`src/rtl/mrd_pkg.sv`:
```
// Shared constants and types for the mixed-radix bank write crossbar.
// Optional build macro: MRD_BANK_WR_PARITY_EN (parity bit on wr_data).
package mrd_pkg;

  localparam int N_LANE = 5;
  localparam int W_DATA = 18;
  localparam int W_ADDR = 8;
  localparam int W_IDX  = 3;
  localparam int W_CNT  = 12;

  // radix encodings carried on in_factor
  localparam logic [2:0] FACT_R2 = 3'd2;
  localparam logic [2:0] FACT_R3 = 3'd3;
  localparam logic [2:0] FACT_R4 = 3'd4;
  localparam logic [2:0] FACT_R5 = 3'd5;

  typedef enum logic [1:0] {IDLE, RUN, FLUSH, DONE} state_t;

  // sticky error bit positions
  localparam int ERR_CONFLICT = 0;
  localparam int ERR_INDEX    = 1;
  localparam int ERR_PROTO    = 2;

  // number of active lanes for a radix; unknown radix activates nothing
  function automatic logic [2:0] lane_cnt(input logic [2:0] factor);
    case (factor)
      FACT_R2, FACT_R3, FACT_R4, FACT_R5: return factor;
      default:                            return 3'd0;
    endcase
  endfunction

endpackage

```
`src/rtl/mrd_bank_sel.sv`:
```
// Per-bank lane selector: lowest-numbered active lane targeting BANK wins,
// any further hit on the same bank is reported as a conflict.
module mrd_bank_sel #(
  parameter int N_LANE = mrd_pkg::N_LANE,
  parameter int W_IDX  = mrd_pkg::W_IDX,
  parameter int BANK   = 0
) (
  input  logic [N_LANE-1:0]       act,
  input  logic [N_LANE*W_IDX-1:0] idx,
  output logic [N_LANE-1:0]       sel,
  output logic                    hit,
  output logic                    conflict
);

  // priority encode over lanes, flag second and later matches
  always_comb begin
    sel      = '0;
    hit      = 1'b0;
    conflict = 1'b0;
    for (int l = 0; l < N_LANE; l++) begin
      if (act[l] && (idx[l*W_IDX +: W_IDX] == W_IDX'(BANK))) begin
        if (hit) conflict = 1'b1;
        else begin
          sel[l] = 1'b1;
          hit    = 1'b1;
        end
      end
    end
  end

endmodule

```
`src/rtl/mrd_bank_wr_xbar.sv`:
```
// Write-back crossbar of the butterfly/twiddle stage: routes each active
// lane to its memory bank two cycles after the beat, tracks beats per stage,
// latches the block exponent and keeps sticky conflict/protocol flags.
// Optional build macro: MRD_BANK_WR_PARITY_EN adds an even-parity MSB to
// every wr_data word.
module mrd_bank_wr_xbar #(
  parameter int N_LANE = mrd_pkg::N_LANE,
  parameter int W_DATA = mrd_pkg::W_DATA,
  parameter int W_ADDR = mrd_pkg::W_ADDR,
  parameter int W_IDX  = mrd_pkg::W_IDX,
  parameter int W_CNT  = mrd_pkg::W_CNT,
`ifdef MRD_BANK_WR_PARITY_EN
  localparam int W_WR  = 2*W_DATA + 1
`else
  localparam int W_WR  = 2*W_DATA
`endif
) (
  input  logic                       clk,
  input  logic                       rst,
  input  logic                       sop,
  input  logic [W_CNT-1:0]           n_beats,
  input  logic                       in_valid,
  input  logic [2:0]                 in_factor,
  input  logic [N_LANE*W_DATA-1:0]   in_real,
  input  logic [N_LANE*W_DATA-1:0]   in_imag,
  input  logic [N_LANE*W_IDX-1:0]    in_bank_index,
  input  logic [N_LANE*W_ADDR-1:0]   in_bank_addr,
  input  logic [3:0]                 in_exp,
  output logic [N_LANE-1:0]          wr_en,
  output logic [N_LANE*W_ADDR-1:0]   wr_addr,
  output logic [N_LANE*W_WR-1:0]     wr_data,
  output logic [3:0]                 exp_out,
  output logic                       busy,
  output logic                       done,
  output logic [2:0]                 err
);
  import mrd_pkg::*;

  localparam logic [2:0] PROTO_M = 3'b1 << ERR_PROTO;

  // ---------------- S1: input registers ----------------
  logic                      s1_vld;
  logic [2:0]                s1_factor;
  logic [N_LANE*W_DATA-1:0]  s1_re, s1_im;
  logic [N_LANE*W_IDX-1:0]   s1_idx;
  logic [N_LANE*W_ADDR-1:0]  s1_addr;

  // capture the beat; reset kills any beat in flight
  always_ff @(posedge clk or posedge rst) begin
    if (rst) begin
      s1_vld    <= 1'b0;
      s1_factor <= '0;
      s1_re     <= '0;
      s1_im     <= '0;
      s1_idx    <= '0;
      s1_addr   <= '0;
    end else begin
      s1_vld    <= in_valid;
      s1_factor <= in_factor;
      s1_re     <= in_real;
      s1_im     <= in_imag;
      s1_idx    <= in_bank_index;
      s1_addr   <= in_bank_addr;
    end
  end

  // ---------------- S2: crossbar ----------------
  logic [N_LANE-1:0]              act, lane_ok, hit, conf;
  logic [N_LANE-1:0][N_LANE-1:0]  sel;
  logic [2:0]                     nl;
  logic [2:0]                     xb_err;

  // lane activity from radix; out-of-range indices never reach a bank
  always_comb begin
    nl     = lane_cnt(s1_factor);
    xb_err = '0;
    for (int l = 0; l < N_LANE; l++) begin
      act[l]     = s1_vld && (l < int'(nl));
      lane_ok[l] = act[l] && (s1_idx[l*W_IDX +: W_IDX] < W_IDX'(N_LANE));
    end
    xb_err[ERR_CONFLICT] = |conf;
    xb_err[ERR_INDEX]    = |(act & ~lane_ok);
  end

  for (genvar b = 0; b < N_LANE; b++) begin : g_bank
    mrd_bank_sel #(.N_LANE(N_LANE), .W_IDX(W_IDX), .BANK(b)) u_sel (
      .act      (lane_ok),
      .idx      (s1_idx),
      .sel      (sel[b]),
      .hit      (hit[b]),
      .conflict (conf[b])
    );
  end

  logic [N_LANE-1:0][W_ADDR-1:0]   addr_mx;
  logic [N_LANE-1:0][2*W_DATA-1:0] data_mx;
  logic [N_LANE-1:0][W_WR-1:0]     wd;

  // one-hot AND-OR mux of the winning lane onto each bank
  always_comb begin
    for (int b = 0; b < N_LANE; b++) begin
      addr_mx[b] = '0;
      data_mx[b] = '0;
      for (int l = 0; l < N_LANE; l++) begin
        if (sel[b][l]) begin
          addr_mx[b] = s1_addr[l*W_ADDR +: W_ADDR];
          data_mx[b] = {s1_re[l*W_DATA +: W_DATA], s1_im[l*W_DATA +: W_DATA]};
        end
      end
`ifdef MRD_BANK_WR_PARITY_EN
      wd[b] = {^data_mx[b], data_mx[b]};
`else
      wd[b] = data_mx[b];
`endif
    end
  end

  // register the bank write ports
  always_ff @(posedge clk or posedge rst) begin
    if (rst) begin
      wr_en   <= '0;
      wr_addr <= '0;
      wr_data <= '0;
    end else begin
      wr_en   <= hit;
      wr_addr <= addr_mx;
      wr_data <= wd;
    end
  end

  // ---------------- stage control ----------------
  state_t            state;
  logic [W_CNT-1:0]  cnt, n_lat;
  logic              flush_cnt;

  // stage FSM: beat counting, exponent capture, drain, done pulse, errors
  always_ff @(posedge clk or posedge rst) begin
    if (rst) begin
      state     <= IDLE;
      cnt       <= '0;
      n_lat     <= '0;
      flush_cnt <= 1'b0;
      exp_out   <= '0;
      busy      <= 1'b0;
      done      <= 1'b0;
      err       <= '0;
    end else begin
      done <= 1'b0;
      if (sop) begin
        // restart; a beat arriving with sop is beat 0 of the new stage
        busy      <= 1'b1;
        n_lat     <= n_beats;
        flush_cnt <= 1'b0;
        err       <= xb_err | (((state == RUN) || (state == FLUSH)) ? PROTO_M : 3'b0);
        if (in_valid && (n_beats == W_CNT'(1))) begin
          cnt     <= W_CNT'(1);
          exp_out <= in_exp;
          state   <= FLUSH;
        end else begin
          cnt   <= in_valid ? W_CNT'(1) : '0;
          state <= RUN;
        end
      end else begin
        case (state)
          IDLE, DONE: begin
            err   <= err | xb_err | (in_valid ? PROTO_M : 3'b0);
            state <= IDLE;
          end
          RUN: begin
            err <= err | xb_err;
            if (in_valid) begin
              cnt <= cnt + W_CNT'(1);
              if (cnt == n_lat - W_CNT'(1)) begin
                exp_out   <= in_exp;
                flush_cnt <= 1'b0;
                state     <= FLUSH;
              end
            end
          end
          FLUSH: begin
            err       <= err | xb_err;
            flush_cnt <= 1'b1;
            if (flush_cnt) begin
              state <= DONE;
              busy  <= 1'b0;
              done  <= 1'b1;
            end
          end
          default: state <= IDLE;
        endcase
      end
    end
  end

endmodule

```
`config.mk`:
```
export PLATFORM = sky130hd
export DESIGN_NAME = mrd_bank_wr_xbar
export DESIGN_NICKNAME = d
export VERILOG_FILES = /design/src/rtl/mrd_pkg.sv /design/src/rtl/mrd_bank_sel.sv /design/src/rtl/mrd_bank_wr_xbar.sv
export SDC_FILE = /design/constraint.sdc
export NUM_CORES = 1
export LEC_CHECK = 0
export ABC_AREA = 1
export BUFFER_PORTS_ARGS = -buffer_cell sky130_fd_sc_hd__buf_2
export CAP_MARGIN = 25
export CELL_PAD_IN_SITES_DETAIL_PLACEMENT = 0
export CELL_PAD_IN_SITES_GLOBAL_PLACEMENT = 2
export CORE_ASPECT_RATIO = 1.75
export CORE_MARGIN = 2
export CORE_UTILIZATION = 30
export CTS_CLUSTER_SIZE = 14
export DETAILED_ROUTE_END_ITERATION = 8
export PLACE_DENSITY = 0.83
export SLEW_MARGIN = 25
export SYNTH_ARGS = -nofsm -noshare
export SYNTH_HDL_FRONTEND = slang
export SYNTH_SLANG_ARGS = --single-unit
```
`constraint.sdc`:
```
create_clock -name clk -period 16.31 [get_ports clk]
set_input_delay 3.262 -clock clk [delete_from_list [all_inputs] [get_ports clk]]
set_output_delay 3.262 -clock clk [all_outputs]
set_load 0.03 [all_outputs]
```
==> results.ini, run 1 <==
[run_status]
status = complete, no violations

[setup_path]
worst_path_most_repeated_cell = buf_12
crit_fanout = 159
path_cells = buf_2 -> clkinvlp_4 -> buf_12 -> buf_16 -> buf_12
slowest_delay_ns = 0.69
cpLargestDelayFamily = buffers and inverters
cp-start-kind = input port
cp_data_required_time_ns = 16.92
path_buf_inv = 5
crit_path_end_kind = asynchronous set/reset pin
crit_slowest_cell = buf_12
criticalPathCategory = input port to asynchronous set/reset pin
arrival_ns = 5.55

[clock_network]
cts.sinks = 500
ctsHoldBuffers = 0
post_cts_buffers = 0
clock_latency_ns = 0.61
cts_buffers = 49
clock_tree.htree_level_count = 2
cts_tree = yes
ctsResizeCount = 0
cts-root-buf = clkbuf_16
cts.clk_slew.worst_paths_ns = 0.06
clockBufferDepth = 3

[detailed_routing]
routed_wl_um = 87700
first_pass_iters = 8
first_iter_violations = 1678
drtAntennaViolNets = 0
via_per_inst = 5.36
vias = 18700
routedWlPerCell_um = 25.1
drc = 0

[yosys]
synth_edf_count = 0
synth_compound_area_share_pct = 21.2
synthMuxAreaShare_pct = 0.0476
synthAdderAreaFrac_pct = 0.238
synthSimpleGateAreaFrac_pct = 11.3
yosys_warnings = 0
seq_area_frac_synth_pct = 59.6
syn_area_per_cell_um2 = 10.1
ys_top_cells_by_area = dfrtp_1 (60%), o22ai_1 (6.6%), a211oi_1 (5.6%), nor2_1 (4.6%), inv_1 (4.5%)
yosysTopAreaCellShare_pct = 59.6
synth_xor_area_share_pct = 0.334
yosys.area.top_type = dfrtp_1
synth_top_family_by_area = compound AO/OA/AOI/OAI gates
syn_area_um2 = 21000
synth_cells = 2085
ys_seq_elements = 500
yosys.cell_types.count = 51
synthFlopType = dfrtp_1
yosysMostFrequentCell = dfrtp_1
synthesis.nets = 2347
synthArstFlopShare_pct = 100
yosys-top-cells-count = dfrtp_1 (500), nor2_1 (260), inv_1 (254), o22ai_1 (220), a211oi_1 (157)

[floorplan]
fp-row-count = 128
pin_count = 492
start_util_pct = 30.2
die_h_um = 354
core_area_um2 = 69500
fp.dieArea_um2 = 72200
die_w_um = 204

[cells_and_area]
fin_nets = 2798
multi_input_area_um2 = 7070
fillCellCount = 7051
register_area_um2 = 12500
area_growth_pct = 24.1
layout-drive-gt1-share_pct = 26.4
finish.instance_area_um2 = 26100

[sta]
fin_crit_sh_pct = 30.3
worst_slew_pin_slew_ns = 1.10
slew_headroom_pct = 26.6
grt_setup_unrepaired = no
hold_slack_ns = 0.479
skew_ns = 0.0231
max_freq_mhz = 203
period_needed_ns = 4.94
tns_ns = 0
setup_viol = 0
hold_viol = 0
slew_violations = 0

[global_route]
grt-ovfl-total = 0
first_global_vias = 19400
grtUsageTotal_pct = 23.9
antenna_found_initial = 17
grt_pass1_wl_um = 126000
grt_max_degree = 170

[placement]
placed_area_um2 = 24300
dpl.hpwl_um = 54100
place.gp.congestion = 0.852
portBuffers = 491

[pwr]
p_leak_nw = 13.0
ir_drop_v = 0.000115
total_power_w = 0.00286
power_density_nw_per_um2 = 110

[run]
max_cap_viol_count = 0

[worst_hold_path]
hp-class = flip-flop to flip-flop

-- per-layer routing --
layer | GRT usage, % | up-vias | wire [µm]
met5 | 0 | - | 161
met4 | 11.5 | 26 | 4590
met3 | 5.55 | 292 | 7280
met2 | 41.2 | 1109 | 42900
met1 | 27.8 | 9102 | 32700
li1 | - | 8161 | -
-- worst reg2reg max path: cells and delay by family, from the launching register on --
kind / cells / cell delay [ns]
DFF: 1 / 0.38
and+or+nand+nor: 6 / 2.05
buffers and inverters: 1 / 0.14
AOI/OAI and AO/OA: 2 / 1.01
-- path summary, 6_finish.rpt --
kind                               from           end  slack, ns  cells past startpoint
setup / recovery                    rst        cnt[0]      11.37                      5
hold reg to reg              exp_out[1]    exp_out[1]       0.48                      2
hold / removal               exp_out[1]    exp_out[1]       0.48                      2
min in group asynchronous           rst   wr_data[55]       2.73                      2
max in group clk                    sop       cnt[10]      11.66                     10
setup reg to reg           s1_factor[1]  wr_data[147]      12.56                      9
-- cell families after synthesis --
group                    count (synthesis)
adder cells (fa/ha/maj)                  4
flip-flops                             500
multiplexers                             1
AND/OR/NAND/NOR                        518
AO/OA/AOI/OAI                          685
buffers and inverters                  369
XOR/XNOR                                 8
-- cell type report --
cell class	count	share of cell area [%]
inverter	262	3.80
antenna	5	0.0480
clock buffer	66	5.26
tap	910	4.37
clock inverter	21	1.24
sequential	500	48.0
timing repair buffer	507	10.2
multi-input combinational	1216	27.1
-- sequential cells by signal (all words and copies together), names as in the netlist, 4 cells and up --
register / flops
wr_addr: 40
s1_im: 90
n_lat: 12
exp_out: 4
wr_en: 5
cnt: 12
s1_re: 90
wr_data: 180
s1_idx: 15
s1_addr: 40
-- cell usage in the layout, fill, tap and decap left out, types with 49 or more instances in the layout --
| master | n |
|---|---|
| buf_2 | 491 |
| inv_1 | 253 |
| dfrtp_1 | 500 |
| o21ai_0 | 93 |
| o21ai_1 | 128 |
| o22ai_1 | 220 |
| clkbuf_16 | 49 |
| nand2_1 | 125 |
| a211oi_1 | 157 |
| nor2_1 | 260 |
-- report_power, final --
part / internal (W) / switching [W] / total [W] / leakage, nW
combinational: 0.0000895 / 0.000216 / 0.000305 / 5.88
clock: 0.000704 / 0.000506 / 0.00121 / 0.824
sequential: 0.00130 / 0.0000401 / 0.00134 / 6.34
total: 0.00210 / 0.000762 / 0.00286 / 13.0
-- per-stage QoR --
step	utilization [%]	std cells	setup WS [ns]
finish	37.5	3487	11.37
global route	37.5	3485	11.04
CTS	37.4	3481	11.48
detailed placement	35.0	3394	10.80
global placement	35.0	3393	10.90
floorplan	-	2085	6.26
No activity file was read; power rests on OpenSTA's default activity.
==> inputs of run 2 (changes only) <==
--- a/config.mk
+++ b/config.mk
@@ -12,10 +12,10 @@
 export CELL_PAD_IN_SITES_GLOBAL_PLACEMENT = 2
 export CORE_ASPECT_RATIO = 1.75
 export CORE_MARGIN = 2
-export CORE_UTILIZATION = 30
+export CORE_UTILIZATION = 33
 export CTS_CLUSTER_SIZE = 14
 export DETAILED_ROUTE_END_ITERATION = 8
-export PLACE_DENSITY = 0.83
+export PLACE_DENSITY = 0.86
 export SLEW_MARGIN = 25
 export SYNTH_ARGS = -nofsm -noshare
 export SYNTH_HDL_FRONTEND = slang
==> constraint.sdc (replaced) <==
create_clock -name clk -period 4.8 [get_ports clk]
set_input_delay 0.96 -clock clk [delete_from_list [all_inputs] [get_ports clk]]
set_output_delay 0.96 -clock clk [all_outputs]
set_load 0.03 [all_outputs]
==> run 2 against run 1 <==
Clock power rose to 3.2 times the previous value. Via count rose by 0.21%. Core utilization rose by 3.4 points. Register-to-register slack got worse by 11 ns. Count of clock-buffer cells in the layout did not move. Final cell count fell by 2.8%. Clock skew fell by 0.0034 ns. Sequential share of layout area rose by 0.50 points. Final area fell by 1.0%. Die area fell by 9.0%. Global-route usage rose by 2.5 points. Critical endpoint is now wr_data[7].
==> results.ini, run 2 (same netlist as run 1, synthesis figures left out) <==
[run_status]
status = complete, no violations

[pwr]
ir_drop_v = 0.000283  ; +140%
switching_share_pct = 27.4  ; +0.78 points
total_power_w = 0.00946  ; +230%
clock_power_share_pct = 40.7  ; -1.6 points
power_density_nw_per_um2 = 367  ; +230%
intPower_w = 0.00686  ; +230%
p_sw_w = 0.00259  ; +240%
comb_power_share_pct = 11.0  ; +0.3 points
pwr-share-seq_pct = 48.3  ; +1.3 points
p_leak_nw = 13.0  ; -0.49%

[floorplan]
fp-row-count = 122  ; -4.7%
die_h_um = 338  ; -4.6%
core_area_um2 = 63000  ; -9.3%
start_util_pct = 33.3  ; +3.1 points
fp.dieArea_um2 = 65800  ; -9.0%
pin_count = 492  ; unchanged
die_w_um = 195  ; -4.6%

[sta]
fin_crit_sh_pct = 67.2
grt_setup_unrepaired = no
skew_ns = 0.0197  ; -0.00339 ns
period_needed_ns = 3.23
setup_viol = 0  ; unchanged
max_freq_mhz = 310
slew_headroom_pct = 18.9  ; -7.7 points
hold_slack_ns = 0.406  ; -0.0734 ns
slew_violations = 0  ; unchanged
hold_viol = 0  ; unchanged
worst_slew_pin_slew_ns = 1.22  ; +0.116 ns

[setup_path]
cp-start-kind = flip-flop
reg2reg_depth = 9  ; unchanged
r2r-end = wr_data[7]
cp_data_required_time_ns = 5.25  ; -11.67 ns
crit_fanout = 45  ; -72%
r2r_setup_slack_ns = 1.57  ; -10.99 ns
criticalPathCategory = flip-flop to flip-flop
crit_path_end_kind = flip-flop
regToRegStartpoint = s1_factor[1]
arrival_ns = 3.67  ; -1.88 ns

[clock_network]
ctsResizeCount = 0  ; unchanged
cts_buffers = 49  ; unchanged
cts.clk_slew.worst_paths_ns = 0.06  ; about the same
cts_tree = yes
cts-root-buf = clkbuf_16
post_cts_buffers = 0  ; unchanged
ctsHoldBuffers = 0  ; unchanged
cts.sinks = 500  ; unchanged
clockBufferDepth = 3  ; unchanged
clock_latency_ns = 0.61  ; about the same
clock_tree.htree_level_count = 2  ; unchanged

[cells_and_area]
area_growth_pct = 22.8
multi_input_area_um2 = 7070  ; unchanged
fillCellCount = 6194  ; -12%
layout-drive-gt1-share_pct = 26.5  ; +0.094 points
fin_nets = 2806  ; +0.29%
top_register = wr_data
layout_commonest_cell = dfrtp_1
final_cell_mix = dfrtp_1 (500), buf_2 (491), nor2_1 (260)
largest_register_ffs = 180  ; unchanged
largestRegisters = wr_data (180), s1_im (90), s1_re (90)
register_area_um2 = 12500  ; unchanged

[detailed_routing]
vias = 18700  ; +0.21%
first_iter_violations = 1407  ; -16%
drc = 0  ; unchanged
met2_length_um = 41900  ; -2.5%
drtAntennaViolNets = 0  ; unchanged
via_per_inst = 5.53  ; +3.1%
first_pass_iters = 6  ; -2
wl_met3_um = 7600  ; +4.3%
highest_layer = met5
routed_wl_um = 87600  ; about the same
met1Wirelength_um = 32400  ; -0.79%
routedWlPerCell_um = 25.9  ; +2.8%

[global_route]
antenna_found_initial = 19  ; +2
grt_pass1_wl_um = 127000  ; +0.97%
grt-ovfl-total = 0  ; unchanged
grtUsageTotal_pct = 26.3  ; +2.5 points
grt_max_degree = 166  ; -2.4%
first_global_vias = 19500  ; +0.35%

[worst_hold_path]
hp-class = input port to asynchronous set/reset pin

[placement]
portBuffers = 491  ; unchanged
dpl.hpwl_um = 55700  ; +2.9%
place.gp.congestion = 0.865  ; +1.5%

[run]
max_cap_viol_count = 0  ; unchanged

run 2: cell count changes in the layout (fill, tap and decap cells not counted):
cell,change
bufinv_16,-4
buf_4,+11
diode_2,-1
inv_6,-2
clkinvlp_4,+4
buf_16,-1
inv_16,-1
clkinv_2,+2
buf_12,-2
inv_8,-1
clkbuf_8,-2
clkbuf_1,+2
run 2: worst max-delay path, cell delays in order (launching register included):
cell and delay, ns:
dfrtp_1 0.38, inv_1 0.14, nor2_2 0.06, nand2_2 0.11
nand2_8 0.15, nand2_4 0.41, nand2_2 0.19, nor2_4 0.20
nand3_4 0.73, o21ai_0 0.64
run 2: layout make-up:
cell class / count / area share, %
Antenna cell: 4 / 0.0388
Tap cell: 806 / 3.91
Inverter: 262 / 3.84
Clock buffer: 66 / 5.23
Clock inverter: 19 / 0.757
Sequential cell: 500 / 48.5
Timing Repair Buffer: 515 / 10.3
Multi-Input combinational cell: 1216 / 27.4
run 2: per-stage QoR:
| step | utilization (%) | area [µm²] | setup TNS, ns | std cells | setup slack [ns] |
|---|---|---|---|---|---|
| 2_1_floorplan | - | 21000 | -1472.24 | 2085 | -2.94 |
| 6_report | 40.9 | 25800 | 0 | 3388 | 1.57 |
| 4_1_cts | 40.9 | 25800 | 0 | 3384 | 1.61 |
| 3_3_place_gp | 38.4 | 24200 | 0 | 3299 | 1.74 |
| 3_5_place_dp | 38.4 | 24200 | 0 | 3299 | 1.68 |
| 5_1_grt | 40.9 | 25800 | 0 | 3385 | 1.46 |
run 2: worst max-delay path by stage:
stage	startpoint	to	slack, ns	cells past startpoint
global route	s1_factor[1]	wr_data[95]	1.46	9
global placement	s1_factor[1]	wr_data[7]	1.74	9
CTS	s1_factor[1]	wr_data[7]	1.61	9
floorplan	rst	busy	-2.94	1
finish	s1_factor[1]	wr_data[7]	1.57	9
detailed placement	s1_factor[1]	wr_data[7]	1.68	9
run 2: routing by layer:
metal  global-route usage (%)  up-vias
li1                         -     8179
met1                     30.7     9056
met2                     43.8     1138
met3                     6.87      323
met4                     15.6       34
met5                        0        -
run 2: power by group through the flow:
stage	Sequential (W)	Clock, W	Combinational [W]
5_1_grt	0.00459	0.00409	0.00114
3_5_place_dp	0.00464	0	0.00104
4_1_cts	0.00457	0.00393	0.00105
6_report	0.00457	0.00385	0.00104
3_3_place_gp	0.00464	0	0.00103
2_1_floorplan	0.00478	0	0.000463
